[src/rtl/mult_pkg.sv]
// mult_pkg: shared types and helpers for the iterative radix-4 Booth multiplier
//   state_t       - FSM states IDLE / BUSY / DONE
//   booth_digit_t - encoded Booth digit: neg (subtract), one (x1), two (x2)
//   booth_iter()  - Booth digits needed for a given operand width
package mult_pkg;

    typedef enum logic [1:0] {
        IDLE = 2'd0,
        BUSY = 2'd1,
        DONE = 2'd2
    } state_t;

    typedef struct packed {
        logic neg;
        logic one;
        logic two;
    } booth_digit_t;

    // Operands are extended by two bits, so WIDTH+2 bits need WIDTH/2+1 digits
    function automatic int booth_iter(input int width);
        return width / 2 + 1;
    endfunction

endpackage

[src/rtl/booth_r4_digit_enc.sv]
// booth_r4_digit_enc: radix-4 Booth recoder, triplet {q[2i+1], q[2i], q[2i-1]} to digit
//   triplet - multiplier bits, lsb is the bit below the digit position
//   digit   - {neg, one, two}; zero digit has all fields clear
module booth_r4_digit_enc
    import mult_pkg::*;
(
    input  logic [2:0]   triplet,
    output booth_digit_t digit
);

    // 111 is -0, so neg is suppressed there to keep the zero digit canonical
    always_comb begin
        digit.neg = triplet[2] & ~(triplet[1] & triplet[0]);
        digit.one = triplet[1] ^ triplet[0];
        digit.two = (triplet == 3'b011) | (triplet == 3'b100);
    end

endmodule

[src/rtl/booth_radix4_iter.sv]
// booth_radix4_iter: iterative radix-4 Booth multiplier, one digit per clock
//   clk, rst_n          - clock, asynchronous active-low reset
//   in_valid / in_ready - operand handshake; a, b, signed_mode sampled on accept
//   out_valid/out_ready - result handshake; product held until accepted
//   product             - exact 2*WIDTH-bit product
//   busy                - digits are being retired
module booth_radix4_iter
    import mult_pkg::*;
#(
    parameter int WIDTH = 8
) (
    input  logic               clk,
    input  logic               rst_n,
    input  logic               in_valid,
    output logic               in_ready,
    input  logic [WIDTH-1:0]   a,
    input  logic [WIDTH-1:0]   b,
    input  logic               signed_mode,
    output logic               out_valid,
    input  logic               out_ready,
    output logic [2*WIDTH-1:0] product,
    output logic               busy
);

    localparam int ITER = booth_iter(WIDTH);
    localparam int AW   = 2 * WIDTH + 4;
    localparam int CW   = $clog2(ITER);

    if (WIDTH % 2 != 0 || WIDTH < 4) begin : g_bad_width
        $error("booth_radix4_iter: WIDTH must be even and >= 4");
    end

    state_t            state;
    logic [AW-1:0]     mcand;
    logic [AW-1:0]     acc;
    logic [WIDTH+2:0]  mplr;
    logic [CW-1:0]     cnt;
    logic [AW-1:0]     a_ext;
    logic [WIDTH+1:0]  b_ext;
    logic [AW-1:0]     pp;
    logic [AW-1:0]     acc_next;
    booth_digit_t      dig;

    // mplr keeps q[-1] in bit 0 and shifts right two per digit, so the
    // current triplet is always mplr[2:0]; mcand shifts left in step
    booth_r4_digit_enc u_enc (
        .triplet (mplr[2:0]),
        .digit   (dig)
    );

    always_comb begin
        a_ext    = {{(AW-WIDTH){signed_mode & a[WIDTH-1]}}, a};
        b_ext    = {{2{signed_mode & b[WIDTH-1]}}, b};
        pp       = dig.two ? {mcand[AW-2:0], 1'b0} : dig.one ? mcand : '0;
        acc_next = dig.neg ? acc - pp : acc + pp;
    end

    always_ff @(posedge clk or negedge rst_n) begin
        if (!rst_n) begin
            state   <= IDLE;
            mcand   <= '0;
            acc     <= '0;
            mplr    <= '0;
            cnt     <= '0;
            product <= '0;
        end else begin
            case (state)
                IDLE: if (in_valid) begin
                    mcand <= a_ext;
                    mplr  <= {b_ext, 1'b0};
                    acc   <= '0;
                    cnt   <= '0;
                    state <= BUSY;
                end
                BUSY: begin
                    acc   <= acc_next;
                    mcand <= mcand << 2;
                    mplr  <= mplr >> 2;
                    cnt   <= cnt + 1'b1;
                    if (cnt == CW'(ITER - 1)) begin
                        product <= acc_next[2*WIDTH-1:0];
                        state   <= DONE;
                    end
                end
                DONE: if (out_ready) state <= IDLE;
                default: state <= IDLE;
            endcase
        end
    end

    assign in_ready  = (state == IDLE);
    assign busy      = (state == BUSY);
    assign out_valid = (state == DONE);

endmodule

[config.mk]
export PLATFORM = sky130hd
export DESIGN_NAME = booth_radix4_iter
export DESIGN_NICKNAME = d
export VERILOG_FILES = /design/src/rtl/mult_pkg.sv /design/src/rtl/booth_r4_digit_enc.sv /design/src/rtl/booth_radix4_iter.sv
export SDC_FILE = /design/constraint.sdc
export NUM_CORES = 1
export LEC_CHECK = 0
export ABC_CLOCK_PERIOD_IN_PS = 8600
export CAP_MARGIN = 20
export CORE_MARGIN = 5
export CORE_UTILIZATION = 55
export CTS_CLUSTER_SIZE = 24
export DETAILED_ROUTE_END_ITERATION = 7
export GPL_TIMING_DRIVEN = 0
export PLACE_DENSITY_LB_ADDON = 0.05
export SYNTH_ARGS = -nofsm -noshare
export SYNTH_HDL_FRONTEND = slang
export SYNTH_SLANG_ARGS = --single-unit
[constraint.sdc]
create_clock -name clk -period 8.6 [get_ports clk]
set_input_delay 1.29 -clock clk [delete_from_list [all_inputs] [get_ports clk]]
set_output_delay 1.29 -clock clk [all_outputs]
set_load 0.1 [all_outputs]
==> results.yml, run 1 <==
placement:
  io_buffers: 39
  routabilityCongestion: 0.928
  dp_hpwl_um: 7830
global_routing:
  grt_pass1_wl_um: 18000
  grt_pass1_vias: 3628
  gr-usage-all-layers: 0.235
  antenna_found_initial: 0
  overflow: 0
  grt_start_max_net_pins: 64
yosys:
  synth.area.mux_share: 0.0362
  synth_seq_cells: 63
  ys_seq_area_frac: 0.377
  async_flop_share: 1.00
  synth.cell_area_mm2: 0.00418
  synthSimpleGateAreaFrac: 0.176
  synth_compound_area_frac: 0.257
  synthTopCellsByArea: "dfrtp_1 (38%), ha_1 (6.0%), nand2_1 (5.7%)"
  synth_fa_ha_area_frac: 0.0646
  synthXorXnorAreaFrac: 0.0377
  netlist_instances: 471
  yosysWarnings: 0
  synthTopCellsByCount: "dfrtp_1 (63), nand2_1 (63), o21ai_0 (42)"
  synth_top_area_cell: "dfrtp_1"
  synth_ff_type: "dfrtp_1"
  synth_nets: 513
  avgSynthCellArea_um2: 8.88
  synth_edf_count: 0
  yosysUniqueCellTypes: 61
  synth_top_area_share: 0.377
  synth_top_family_by_area: "compound AO/OA/AOI/OAI gates"
min_path:
  worstHoldStart: "product[8]$_DFFE_PN0P_"
  holdPathEnd: "product[8]$_DFFE_PN0P_"
  hold_class: "reg -> reg"
  min_path_cells: 2
finish:
  multi_input_area_mm2: 0.00239
  n_fill_cell: 606
  nets: 563
  area_delta_synth_final_pct: 16.6
  final-seq-area_mm2: 0.00158
  drive_gt1_frac: 0.0762
  n_antenna_cell: 0
worst_setup_path:
  worstSetupPathType: "reg -> reg"
  crit_chain: "ha_1 -> mux2i_2 -> buf_6 -> clkbuf_1 -> buf_2 -> nand3_1 -> ha_1 -> nand2_1 -> o21ai_1 -> inv_1 -> ha_1 -> nor2b_1 -> o31a_1 -> o31ai_1 -> o21ai_1 -> xnor2_1 -> o21ai_0"
  endpoint_kind: "flop"
  worstReg2RegEnd: "acc[11]$_DFFE_PN0P_"
  cp.required_ns: 8.82
  max_stage_delay_ns: 0.83
  critical_path.max_fanout: 10
  worstSetupStartpointType: "flop"
  critPathBufInv: 4
  cp_common_cell: "ha_1"
  rr_worst_depth: 17
  cpMaxStageDelayCell: "o31ai_1"
  arrival_ns: 5.11
  reg2reg_from: "mplr[0]$_DFFE_PN0P_"
  r2r_setup_slack_ns: 3.71
  cp_top_family: "compound AO/OA/AOI/OAI gates"
routing:
  viasPerCell: 5.96
  wl_per_cell_um: 17.3
  remaining_drc_errors: 0
  drt-pass1-iter-count: 5
  route.vias.total: 3717
  antenna_left: 0
  wirelength_um: 10800
  drt_iter0_markers: 169
floorplan:
  die-area_mm2: 0.00945
  start_util: 0.570
  die_h_um: 97.2
  die-width_um: 97.2
  coreArea_mm2: 0.00733
  num_rows: 31
  pin_count: 40
clocking:
  cts_inserted_buffers: 9
  htreeDepth: 3
  path_clk_slew_ns: 0.08
  clock-sinks: 63
  cts_max_path_buffers: 2
  postCtsHoldBufs: 0
  cts_setup_buffers: 0
  insertion_delay_ns: 0.37
  cts_resized: 0
  root_buffer: "clkbuf_8"
  cts_tree: "yes"
sta:
  post-route-period-util: 0.569
  fin_setup_tns_ns: 0
  relSlewSlack: 0.344
  fmax_mhz: 204
  rsz0062_at_grt: "no"
  setup_violations: 0
  period_needed_ns: 4.89
  tightest_slew_ns: 0.980
  maxSlewViolCount: 0
  hold_violations: 0
  fin_skew_ns: 0.0110
flow_run:
  maxCapViolations: 0
outcome:
  status: "completed"
stage by stage:
step,instances,setup slack [ns],hold WS [ns],util,instance area (um2)
final,624,3.71,0.475,0.665,4880
after global routing,624,3.42,0.515,0.665,4880
after CTS,624,3.77,0.482,0.665,4880
after detailed placement,609,3.87,0.466,0.640,4690
after global placement,609,3.97,0.459,0.641,4700
after floorplan,471,4.74,0.450,-,4180
final cells by class:
cell class	instances	area share
inverter	16	0.0123
clock buffer	11	0.0310
multi-input combinational	365	0.490
tap	99	0.0254
sequential	63	0.323
clock inverter	4	0.00642
timing repair buffer	39	0.0795
buffer	27	0.0321
state kept, by name (all words and copies together) (netlist names):
name and flops:
acc 16, mcand 16, mplr 10, state 2, product 16, cnt 3
metal layers:
layer,wire (um),global-route usage
met1,4930,0.305
met2,5120,0.389
met3,629,0.0596
met4,143,0.0691
met5,0,0
cells in the final DEF (no fill, tap or decap), drive strengths merged, types with 8 or more instances in the layout:
cell,count
mux2i,11
a21o,8
o211ai,8
dfrtp,63
nand3,9
a31oi,10
clkbuf,29
ha,20
inv,15
nor2,20
xor2,12
buf,10
nand2b,8
o31ai,10
o21ai,50
and3,10
clkdlybuf4s50,38
nand2,63
a21oi,28
cells by family after synthesis:
| group | Yosys count |
|---|---|
| AOI/OAI and AO/OA | 162 |
| and+or+nand+nor | 150 |
| DFF | 63 |
| buffers and inverters | 43 |
| adders and majority gates | 21 |
| xor gates and xnor gates | 18 |
| muxes | 14 |
worst reg2reg max path, stage by stage, from the launching register on:
cell      delay [ns]
dfrtp_1         0.40
ha_1            0.28
mux2i_2         0.25
buf_6           0.20
clkbuf_1        0.35
buf_2           0.30
nand3_1         0.18
ha_1            0.33
nand2_1         0.04
o21ai_1         0.19
inv_1           0.08
ha_1            0.27
nor2b_1         0.13
o31a_1          0.28
o31ai_1         0.83
o21ai_1         0.19
xnor2_1         0.32
o21ai_0         0.11
worst max path at each step:
stage	from	to	slack [ns]	cells after the start
2_1_floorplan	mplr[0]$_DFFE_PN0P_	acc[15]$_DFFE_PN0P_	4.74	19
3_3_place_gp	mplr[0]$_DFFE_PN0P_	acc[11]$_DFFE_PN0P_	3.97	17
3_5_place_dp	mplr[0]$_DFFE_PN0P_	acc[11]$_DFFE_PN0P_	3.87	17
4_1_cts	mplr[0]$_DFFE_PN0P_	acc[11]$_DFFE_PN0P_	3.77	17
5_1_grt	mplr[0]$_DFFE_PN0P_	acc[11]$_DFFE_PN0P_	3.42	17
6_report	mplr[0]$_DFFE_PN0P_	acc[11]$_DFFE_PN0P_	3.71	17
Power of run 1 is not shown: default switching activity piles up to over one toggle a cycle in this logic, so the estimate is an artifact.
==> run 2, diff against run 1 <==
- ABC_CLOCK_PERIOD_IN_PS: 8600 -> 4500
- CORE_UTILIZATION: 55 -> 52
- clock period: 8.6 -> 4.5 ns (I/O delays scaled with it)
==> run 2 against run 1 <==
First-iteration DRC count up 69%; largest cell class unchanged; final area increased by 0.85%; worst setup slack got worse by 3.4 ns; clock skew is 0.00064 ns lower.
==> results.yml, run 2 (synthesis results as in run 1) <==
floorplan:
  start_util: 0.538
  die_h_um: 99.7
  die-area_mm2: 0.00994
  coreArea_mm2: 0.00777
  pin_count: 40
  die-width_um: 99.7
  num_rows: 32
placement:
  io_buffers: 39
  placed_area_mm2: 0.00470
  dp_hpwl_um: 8150
  routabilityCongestion: 0.927
  dp_cells: 612
clocking:
  path_clk_slew_ns: 0.08
  cts_inserted_buffers: 9
  insertion_delay_ns: 0.34
  root_buffer: "clkbuf_8"
  clock-sinks: 63
  postCtsHoldBufs: 0
  cts_tree: "yes"
  cts_max_path_buffers: 2
  htreeDepth: 3
sta:
  fmax_mhz: 237
  post-route-period-util: 0.936
  tightest_slew_ns: 0.981
  fin_skew_ns: 0.0104
  relSlewSlack: 0.344
  rsz0062_at_grt: "no"
  setup_violations: 0
  hold_violations: 0
  period_needed_ns: 4.21
  maxSlewViolCount: 0
global_routing:
  grt_pass1_wl_um: 18500
  grt_pass1_vias: 3732
  grt_start_max_net_pins: 64
  antenna_found_initial: 0
  gr-usage-all-layers: 0.233
  overflow: 0
worst_setup_path:
  cp.required_ns: 4.75
  crit_chain: "ha_1 -> mux2i_2 -> buf_6 -> buf_2 -> nand3_1 -> ha_1 -> nand4_1 -> nor3_2 -> a31oi_1 -> xor2_1 -> ha_1 -> clkbuf_1 -> a21o_1 -> a211o_1 -> a211oi_1 -> o21a_1 -> o221ai_1 -> o211ai_1"
  cpMaxStageDelayCell: "dfrtp_1"
  max_stage_delay_ns: 0.41
  rr_worst_depth: 18
  critical_path.max_fanout: 19
  r2r_setup_slack_ns: 0.29
  reg2reg_from: "mplr[0]$_DFFE_PN0P_"
  critPathBufInv: 3
  cp_top_family: "compound AO/OA/AOI/OAI gates"
  arrival_ns: 4.46
  critPathLaunch: "mplr[0]$_DFFE_PN0P_"
  worstReg2RegEnd: "acc[15]$_DFFE_PN0P_"
  crit_path_end: "acc[15]$_DFFE_PN0P_"
  endpoint_kind: "flop"
  worstSetupPathType: "reg -> reg"
  crit_cells: 18
  cp_common_cell: "ha_1"
  worstSetupStartpointType: "flop"
routing:
  wirelength_um: 11000
  drt-pass1-iter-count: 5
  antenna_left: 0
  viasPerCell: 6.06
  route.vias.total: 3792
  drt_iter0_markers: 285
  remaining_drc_errors: 0
  wl_per_cell_um: 17.5
finish:
  nets: 561
  area_delta_synth_final_pct: 17.6
  n_antenna_cell: 0
  final_cell_mix: "nand2_1 (63), dfrtp_1 (63), o21ai_0 (42)"
  instances_no_fill: 626
  reg_top3: "acc x16, mcand x16, product x16"
  drive_gt1_frac: 0.0859
  final_util: 0.633
  final_area_mm2: 0.00492
  n_fill_cell: 676
min_path:
  hold_class: "in -> async"
outcome:
  status: "completed"
flow_run:
  maxCapViolations: 0
==> run 2: worst min path at each step <==
stage	from	to
4_1_cts	rst_n	product[8]$_DFFE_PN0P_
5_1_grt	rst_n	product[6]$_DFFE_PN0P_
2_1_floorplan	rst_n	acc[0]$_DFFE_PN0P_
6_report	rst_n	product[8]$_DFFE_PN0P_
3_5_place_dp	product[10]$_DFFE_PN0P_	product[10]$_DFFE_PN0P_
3_3_place_gp	product[3]$_DFFE_PN0P_	product[3]$_DFFE_PN0P_
==> run 2: what timing repair did <==
| action | CTS | global route |
|---|---|---|
| gates cloned | 0 | 0 |
| endpoints found under the setup margin | 9 | 2 |
| setup buffers | 0 | 0 |
| resized for setup | 2 | 4 |
==> run 2: metrics by stage <==
stage	TNS [ns]	hold slack, ns	worst slack [ns]
floorplan	0	0.379	0.640
global placement	-0.825	0.463	-0.203
detailed placement	-1.46	0.466	-0.283
CTS	0	0.456	0.112
global route	0	0.487	0.0195
finish	0	0.424	0.288
==> run 2: cell type report <==
cell class / count / area (um2) / share of cell area
tap: 102 / 128 / 0.0260
clock inverter: 7 / 80.1 / 0.0163
multi-input combinational: 365 / 2410 / 0.490
inverter: 16 / 60.1 / 0.0122
clock buffer: 9 / 124 / 0.0252
buffer: 25 / 150 / 0.0305
timing repair buffer: 39 / 388 / 0.0789
sequential: 63 / 1580 / 0.321
==> run 2: routing by layer <==
metal / track usage / routed length [um] / vias to the layer above
met5: 0 / 0 / -
met1: 0.315 / 4890 / 1822
met2: 0.375 / 5230 / 134
li1: - / - / 1812
met3: 0.0407 / 606 / 24
met4: 0.0830 / 261 / 0
Power of run 2 is left out for the same reason.
